$ cat src/rtl/axis_tb_pkg.sv
// Shared types and helpers for the AXI4-Stream frame source and its checkers.
// pack_beat supports DATA_W up to MAX_DATA_W and index widths up to MAX_IDX_W.
package axis_tb_pkg;

  typedef enum logic [1:0] {
    IDLE = 2'd0,
    SEND = 2'd1,
    GAP  = 2'd2,
    FIN  = 2'd3
  } state_t;

  localparam int SOF_BIT    = 0;
  localparam int MAX_DATA_W = 256;
  localparam int MAX_IDX_W  = 64;

  // Beat payload: frame index in the upper half, beat index in the lower half.
  function automatic logic [MAX_DATA_W-1:0] pack_beat(
    input logic [MAX_IDX_W-1:0] f,
    input logic [MAX_IDX_W-1:0] b,
    input int unsigned          half_w
  );
    logic [MAX_DATA_W-1:0] mask;
    logic [MAX_DATA_W-1:0] f_w;
    logic [MAX_DATA_W-1:0] b_w;
    mask = (MAX_DATA_W'(1'b1) << half_w) - MAX_DATA_W'(1'b1);
    f_w  = MAX_DATA_W'(f) & mask;
    b_w  = MAX_DATA_W'(b) & mask;
    return (f_w << half_w) | b_w;
  endfunction

endpackage

$ cat src/rtl/axis_beat_counter.sv
// Beat/frame index pair for the frame source. Exposes the post-edge indices so
// the owner can register the payload of the beat that will be presented next.
module axis_beat_counter #(
  parameter int LEN_W = 16
) (
  input  logic             aclk,
  input  logic             aresetn,
  input  logic             clear,
  input  logic             advance,
  input  logic [LEN_W-1:0] beat_last,
  input  logic [LEN_W-1:0] frame_last,
  output logic [LEN_W-1:0] next_beat,
  output logic [LEN_W-1:0] next_frame,
  output logic             beat_wrap,
  output logic             frame_wrap
);

  logic [LEN_W-1:0] beat_r;
  logic [LEN_W-1:0] frame_r;
  logic [LEN_W-1:0] next_beat_s;
  logic [LEN_W-1:0] next_frame_s;
  logic             beat_wrap_s;
  logic             frame_wrap_s;

  // Wrap detection and next-index computation.
  always_comb begin
    beat_wrap_s  = advance && (beat_r == beat_last);
    frame_wrap_s = beat_wrap_s && (frame_r == frame_last);
    next_beat_s  = beat_r;
    next_frame_s = frame_r;
    if (clear) begin
      next_beat_s  = {LEN_W{1'b0}};
      next_frame_s = {LEN_W{1'b0}};
    end else if (beat_wrap_s) begin
      next_beat_s  = {LEN_W{1'b0}};
      next_frame_s = frame_r + LEN_W'(1'b1);
    end else if (advance) begin
      next_beat_s  = beat_r + LEN_W'(1'b1);
    end else begin
      next_beat_s  = beat_r;
      next_frame_s = frame_r;
    end
  end

  // Index registers.
  always_ff @(posedge aclk) begin
    if (!aresetn) begin
      beat_r  <= {LEN_W{1'b0}};
      frame_r <= {LEN_W{1'b0}};
    end else begin
      beat_r  <= next_beat_s;
      frame_r <= next_frame_s;
    end
  end

  assign next_beat  = next_beat_s;
  assign next_frame = next_frame_s;
  assign beat_wrap  = beat_wrap_s;
  assign frame_wrap = frame_wrap_s;

endmodule

$ cat src/rtl/axis_frame_source.sv
// AXI4-Stream master emitting numbered test frames with SOF on tuser, a
// programmable tail tkeep, inter-frame gaps and full backpressure support.
module axis_frame_source
  import axis_tb_pkg::*;
#(
  parameter int DATA_W = 32,
  parameter int KEEP_W = DATA_W / 8,
  parameter int USER_W = 1,
  parameter int LEN_W  = 16
) (
  input  logic              aclk,
  input  logic              aresetn,
  input  logic              start,
  input  logic [LEN_W-1:0]  frame_len,
  input  logic [LEN_W-1:0]  num_frames,
  input  logic [7:0]        gap_cycles,
  input  logic [KEEP_W-1:0] last_keep,
  output logic              m_axis_tvalid,
  input  logic              m_axis_tready,
  output logic [DATA_W-1:0] m_axis_tdata,
  output logic [KEEP_W-1:0] m_axis_tkeep,
  output logic              m_axis_tlast,
  output logic [USER_W-1:0] m_axis_tuser,
  output logic              busy,
  output logic              done,
  output logic [31:0]       frames_sent
);

  state_t            state_r;
  logic [LEN_W-1:0]  len_m1_r;
  logic [LEN_W-1:0]  frames_m1_r;
  logic [7:0]        gap_r;
  logic [7:0]        gap_cnt_r;
  logic [KEEP_W-1:0] last_keep_r;
  logic              tvalid_r;
  logic [DATA_W-1:0] tdata_r;
  logic [KEEP_W-1:0] tkeep_r;
  logic              tlast_r;
  logic [USER_W-1:0] tuser_r;
  logic              busy_r;
  logic              done_r;
  logic [31:0]       frames_sent_r;

  logic              clear_s;
  logic              advance_s;
  logic [LEN_W-1:0]  next_beat_s;
  logic [LEN_W-1:0]  next_frame_s;
  logic              beat_wrap_s;
  logic              frame_wrap_s;
  logic [DATA_W-1:0] tdata_s;
  logic [KEEP_W-1:0] tkeep_s;
  logic              tlast_s;
  logic [USER_W-1:0] tuser_s;

  assign clear_s   = (state_r == IDLE) && start;
  assign advance_s = (state_r == SEND) && tvalid_r && m_axis_tready;

  axis_beat_counter #(
    .LEN_W (LEN_W)
  ) u_beat_counter (
    .aclk       (aclk),
    .aresetn    (aresetn),
    .clear      (clear_s),
    .advance    (advance_s),
    .beat_last  (len_m1_r),
    .frame_last (frames_m1_r),
    .next_beat  (next_beat_s),
    .next_frame (next_frame_s),
    .beat_wrap  (beat_wrap_s),
    .frame_wrap (frame_wrap_s)
  );

  // Payload of the beat addressed by the post-edge indices.
  always_comb begin
    tdata_s          = DATA_W'(pack_beat(MAX_IDX_W'(next_frame_s), MAX_IDX_W'(next_beat_s), DATA_W / 2));
    tlast_s          = (next_beat_s == len_m1_r);
    tkeep_s          = tlast_s ? last_keep_r : {KEEP_W{1'b1}};
    tuser_s          = {USER_W{1'b0}};
    tuser_s[SOF_BIT] = (next_beat_s == {LEN_W{1'b0}});
  end

  // Frame sequencing FSM with registered stream and status outputs.
  always_ff @(posedge aclk) begin
    if (!aresetn) begin
      state_r       <= IDLE;
      len_m1_r      <= {LEN_W{1'b0}};
      frames_m1_r   <= {LEN_W{1'b0}};
      gap_r         <= 8'd0;
      gap_cnt_r     <= 8'd0;
      last_keep_r   <= {KEEP_W{1'b1}};
      tvalid_r      <= 1'b0;
      tdata_r       <= {DATA_W{1'b0}};
      tkeep_r       <= {KEEP_W{1'b0}};
      tlast_r       <= 1'b0;
      tuser_r       <= {USER_W{1'b0}};
      busy_r        <= 1'b0;
      done_r        <= 1'b0;
      frames_sent_r <= 32'd0;
    end else begin
      done_r <= 1'b0;
      case (state_r)
        IDLE: begin
          if (start) begin
            len_m1_r    <= (frame_len == {LEN_W{1'b0}}) ? {LEN_W{1'b0}} : frame_len - LEN_W'(1'b1);
            frames_m1_r <= num_frames - LEN_W'(1'b1);
            gap_r       <= gap_cycles;
            last_keep_r <= (last_keep == {KEEP_W{1'b0}}) ? {KEEP_W{1'b1}} : last_keep;
            if (num_frames != {LEN_W{1'b0}}) begin
              state_r <= SEND;
              busy_r  <= 1'b1;
            end else begin
              state_r <= FIN;
              done_r  <= 1'b1;
            end
          end else begin
            state_r <= IDLE;
          end
        end
        SEND: begin
          // The first beat after start is loaded one cycle after config latches.
          if (!tvalid_r) begin
            tvalid_r <= 1'b1;
            tdata_r  <= tdata_s;
            tkeep_r  <= tkeep_s;
            tlast_r  <= tlast_s;
            tuser_r  <= tuser_s;
          end else if (m_axis_tready) begin
            if (beat_wrap_s) begin
              frames_sent_r <= frames_sent_r + 32'd1;
            end else begin
              frames_sent_r <= frames_sent_r;
            end
            if (frame_wrap_s) begin
              state_r  <= FIN;
              tvalid_r <= 1'b0;
              busy_r   <= 1'b0;
              done_r   <= 1'b1;
            end else if (beat_wrap_s && (gap_r != 8'd0)) begin
              state_r   <= GAP;
              tvalid_r  <= 1'b0;
              gap_cnt_r <= gap_r;
            end else begin
              tdata_r <= tdata_s;
              tkeep_r <= tkeep_s;
              tlast_r <= tlast_s;
              tuser_r <= tuser_s;
            end
          end else begin
            tvalid_r <= 1'b1;
          end
        end
        GAP: begin
          if (gap_cnt_r == 8'd1) begin
            state_r  <= SEND;
            tvalid_r <= 1'b1;
            tdata_r  <= tdata_s;
            tkeep_r  <= tkeep_s;
            tlast_r  <= tlast_s;
            tuser_r  <= tuser_s;
          end else begin
            gap_cnt_r <= gap_cnt_r - 8'd1;
          end
        end
        FIN: begin
          state_r <= IDLE;
        end
        default: begin
          state_r  <= IDLE;
          tvalid_r <= 1'b0;
          busy_r   <= 1'b0;
        end
      endcase
    end
  end

  assign m_axis_tvalid = tvalid_r;
  assign m_axis_tdata  = tdata_r;
  assign m_axis_tkeep  = tkeep_r;
  assign m_axis_tlast  = tlast_r;
  assign m_axis_tuser  = tuser_r;
  assign busy          = busy_r;
  assign done          = done_r;
  assign frames_sent   = frames_sent_r;

endmodule

$ cat config.mk
export PLATFORM = sky130hd
export DESIGN_NAME = axis_frame_source
export DESIGN_NICKNAME = d
export VERILOG_FILES = /design/src/rtl/axis_tb_pkg.sv /design/src/rtl/axis_beat_counter.sv /design/src/rtl/axis_frame_source.sv
export SDC_FILE = /design/constraint.sdc
export NUM_CORES = 1
export LEC_CHECK = 0
export ABC_AREA = 1
export CORE_MARGIN = 1.5
export CORE_UTILIZATION = 56
export CTS_CLUSTER_DIAMETER = 200
export DETAILED_ROUTE_END_ITERATION = 12
export PLACE_DENSITY = 0.85
export SLEW_MARGIN = 0
export SYNTH_ARGS = -nofsm -noshare
export SYNTH_HDL_FRONTEND = slang
export SYNTH_HIERARCHICAL = 1
export SYNTH_SLANG_ARGS = --single-unit
$ cat constraint.sdc
create_clock -name aclk -period 3.89 [get_ports aclk]
set_clock_uncertainty 0.1 [all_clocks]
set_input_delay 0.5835 -clock aclk [delete_from_list [all_inputs] [get_ports aclk]]
set_output_delay 0.5835 -clock aclk [all_outputs]
set_load 0.05 [all_outputs]
==> metrics.md <==
| Metric | Value |
|---|---|
| Die Area | `~17000 um^2` |
| Routed via count | `approximately 9400` |
| Layout cells sized above 1 | `0.05822` |
| Sequential area share after synthesis | `0.3479` |
| Hold Crit Start | `aresetn` |
| Post-synth EDFFs | `0` |
| Max-cap violations | `0` |
| Dpl hpwl | `17420 um` |
| Worst Setup SP | `m_axis_tready` |
| Crit path top cell by count | `nand2_1` |
| Net Sw Frac | `0.3849` |
| Worst skew pair latency | `approximately 430 ps` |
| Maximum clock insertion buffer count | `2` |
| Number of global-route vias before repair | `8441` |
| Drt drc | `0` |
| Inserted Clock Buffers | `17` |
| RSZ-0062 raised after global routing | `no` |
| Ys Warns | `6` |
| Setup Buffers After CTS | `0` |
| Crit path cell chain | `clkdlybuf4s50_1, nand2_1, nor2_4, nand3_1, nor3_2, and2_1, nand3_1, nand2_1, inv_1, nor2_1, inv_1, nand2_1, nand2_1, nor2_1, nand2_1, nor2_1, nand2_1, nor3_1, nor2_1` |
| Sequential share of power | `0.350` |
| Share of the synthesized area in the top cell type | `0.3479` |
| CP Data Required Time | `~4100 ps` |
| DP Cell Count | `approximately 1700` |
| Die Height | `roughly 130 um` |
| # setup viols final | `0` |
| Cell Area, Synth | `around 9200 um^2` |
| Synth unique cells | `38` |
| R2r startpoint | `u_beat_counter/beat_r[10]$_SDFF_PN0_` |
| Initial core utilization | `0.5739` |
| Crit path DAT | `3410 ps` |
| Sw Pwr | `0.002166 W` |
| CP peak stage delay | `500 ps` |
| VDD IR max | `about 370 uV` |
| Final setup margin | `around 700 ps` |
| Net Count, Synth | `between 1500 and 2000` |
| Aggregate routed wire length | `around 24000 um` |
| Die width | `between 100 and 150 um` |
| Worst-Margin Slew | `between 1000 and 1500 ps` |
| PostCTS Resize Cnt | `0` |
| Cells after Synth | `1445` |
| I/O Pins | `121` |
| Gpl congestion | `between 0.9 and 1` |
| CORE AREA | `15940 um^2` |
| Final antenna-violating net count | `0` |
| Cell Rows | `46` |
| Ranking of synthesized cells by area | `dfxtp_1 (35%), nand2_1 (15%), nor2_1 (9.4%), inv_1 (7.5%), nand3_1 (6.2%)` |
| Logic pwr share | `0.339` |
| Max-slew violations | `0` |
| Synthesis-stage register bit count | `roughly 160` |
| Status | `complete, no violations` |
| Number of antenna repair diodes | `0` |
| Tmin final | `about 3200 ps` |
| Initial antenna violation count | `2` |
| Synth top cells by count | `nand2_1 (356), nor2_1 (229), inv_1 (183), dfxtp_1 (159), nand3_1 (113)` |
| Hold WS | `roughly 340 ps` |
| Slowest stage cell, crit path | `clkdlybuf4s50_1` |
| Fin nets | `approximately 1600` |
| Largest net degree at the start of global routing | `54` |
| Pre-CTS setup slack | `approximately 290 ps` |
| Clk network pwr share | `0.311` |
| Top FF cell, synth | `dfxtp_1` |
| CP startpoint kind | `primary input` |
| CP Capture Type | `flop` |
| Initial DRC Count | `840` |
| Worst rel slew slack | `0.2340` |
| Critical path class | `in2reg` |
| Clk slew on worst S/H paths | `approximately 60 ps` |
| WL/cell | `~13 um` |
| Setup_tns | `0 ps` |
| Design area | `11100 um^2` |
| Hold-fix buffers, CTS | `0` |
| Worst hold path class | `in2reg` |
| Root Driver | `clkbuf_16` |
| Total congestion overflow | `0` |
| CTS Sinks | `around 160` |
| IO Port Bufs | `120` |
| Area grow syn2layout | `21.28%` |
| Synthesized area per cell | `approximately 6.3 um^2` |
| Largest area contributor in the netlist | `dfxtp_1` |
| Pint | `around 0.0035 W` |
| First-pass DRT Iterations | `5` |
| Mean number of vias per cell | `between 5 and 6` |
| Post-route non-filler standard cell count | `~1800` |
| Top-count cell post-synth | `nand2_1` |
| Post-route clock period utilization | `0.8206` |
| Power density over the cells | `about 500 nW/um^2` |
| Tot GR Track Use | `0.2873` |
| Max H-tree Level | `4` |
| Lkg Pwr | `around 4.7 nW` |
| Final hold vios | `0` |
| FFs w/ async S/R, synth | `0` |
| First-pass GRT wire length | `slightly below 40000 um` |
| Fmax | `between 300 and 400 MHz` |
| Worst-path maximum fanout | `5` |
| Placed Area | `roughly 10000 um^2` |
| CTS tree | `built` |
==> area by class of cell <==
cell class / count / area [um^2]
Timing Repair Buffer: 133 / 1306
Inverter: 208 / 780.7
Clock buffer: 19 / 442.9
Fill cell: 1391 / 4846
Tap cell: 216 / 270.3
Sequential cell: 159 / 3183
Clock inverter: 13 / 178.9
Multi-Input combinational cell: 1031 / 4935
==> flip-flops by register name, indices dropped and copies added (netlist names) <==
name                    flops
frames_sent                32
m_axis_tdata               32
frames_m1_r                16
len_m1_r                   16
u_beat_counter/beat_r      16
u_beat_counter/frame_r     16
gap_cnt_r                   8
gap_r                       8
last_keep_r                 4
m_axis_tkeep                4
state_r                     2
busy                        1
done                        1
m_axis_tlast                1
m_axis_tuser                1
m_axis_tvalid               1
==> placed cells by master (no fill, tap or decap), types with 4 or more instances in the layout <==
cell and n:
a21oi_1 73, a31oi_1 8, buf_4 12, clkbuf_16 17
clkdlybuf4s50_1 119, clkinv_1 4, dfxtp_1 159, ha_1 8
inv_1 183, inv_2 21, nand2_1 356, nand2_2 6
nand3_1 113, nand4_1 40, nor2_1 229, nor2_4 6
nor3_1 35, nor4_1 4, o21ai_0 48, o21ai_1 15
xnor2_1 22, xor2_1 44
==> logic make-up (layout without fill, tap and decap cells) <==
group                      count (synthesis)  after routing  share of synthesized area
xor gates and xnor gates                  66             66                    0.06317
and+or+nand+nor                          806            806                     0.3780
buffers and inverters                    255            373                     0.1128
adders and majority gates                  8              8                    0.01094
DFF                                      159            159                     0.3479
AOI/OAI and AO/OA                        151            151                    0.08724
==> critical path: cells and delay by family <==
kind | cells | cell delay [ps]
buffers and inverters | 3 | 630
and+or+nand+nor | 16 | 2170
==> through the flow <==
step / total power [W] / util
2_1_floorplan: 0.003450 / -
4_1_cts: 0.005623 / 0.6960
6_report: 0.005626 / 0.6960
3_3_place_gp: 0.003850 / 0.6570
3_5_place_dp: 0.003881 / 0.6570
5_1_grt: 0.005943 / 0.6960
==> power by group through the flow <==
| stage | registers, W | logic, W | clock network [W] |
|---|---|---|---|
| detailed placement | 0.00200 | 0.00188 | 0 |
| CTS | 0.00197 | 0.00189 | 0.00176 |
| finish | 0.00197 | 0.00191 | 0.00175 |
| global route | 0.00199 | 0.00211 | 0.00184 |
| global placement | 0.00200 | 0.00185 | 0 |
| floorplan | 0.00209 | 0.00136 | 0 |
==> path summary, 6_finish.rpt <==
check	endpoint	cells past startpoint	slack, ps
worst max-delay path	m_axis_tkeep[3]$_SDFFE_PN0P_	19	700
worst min-delay path	m_axis_tkeep[2]$_SDFFE_PN0P_	3	340
worst max register to register	m_axis_tkeep[3]$_SDFFE_PN0P_	19	800
worst min register to register	busy$_SDFFE_PN0P_	2	350
==> metal layers <==
metal	vias to the layer above	GRT usage	share of wire
li1	4770	-	-
met1	4248	0.3651	0.44
met2	345	0.4947	0.47
met3	35	0.05415	0.071
met4	4	0.08920	0.013
met5	-	0	0.0010
No activity file was read; power rests on OpenSTA's default activity.
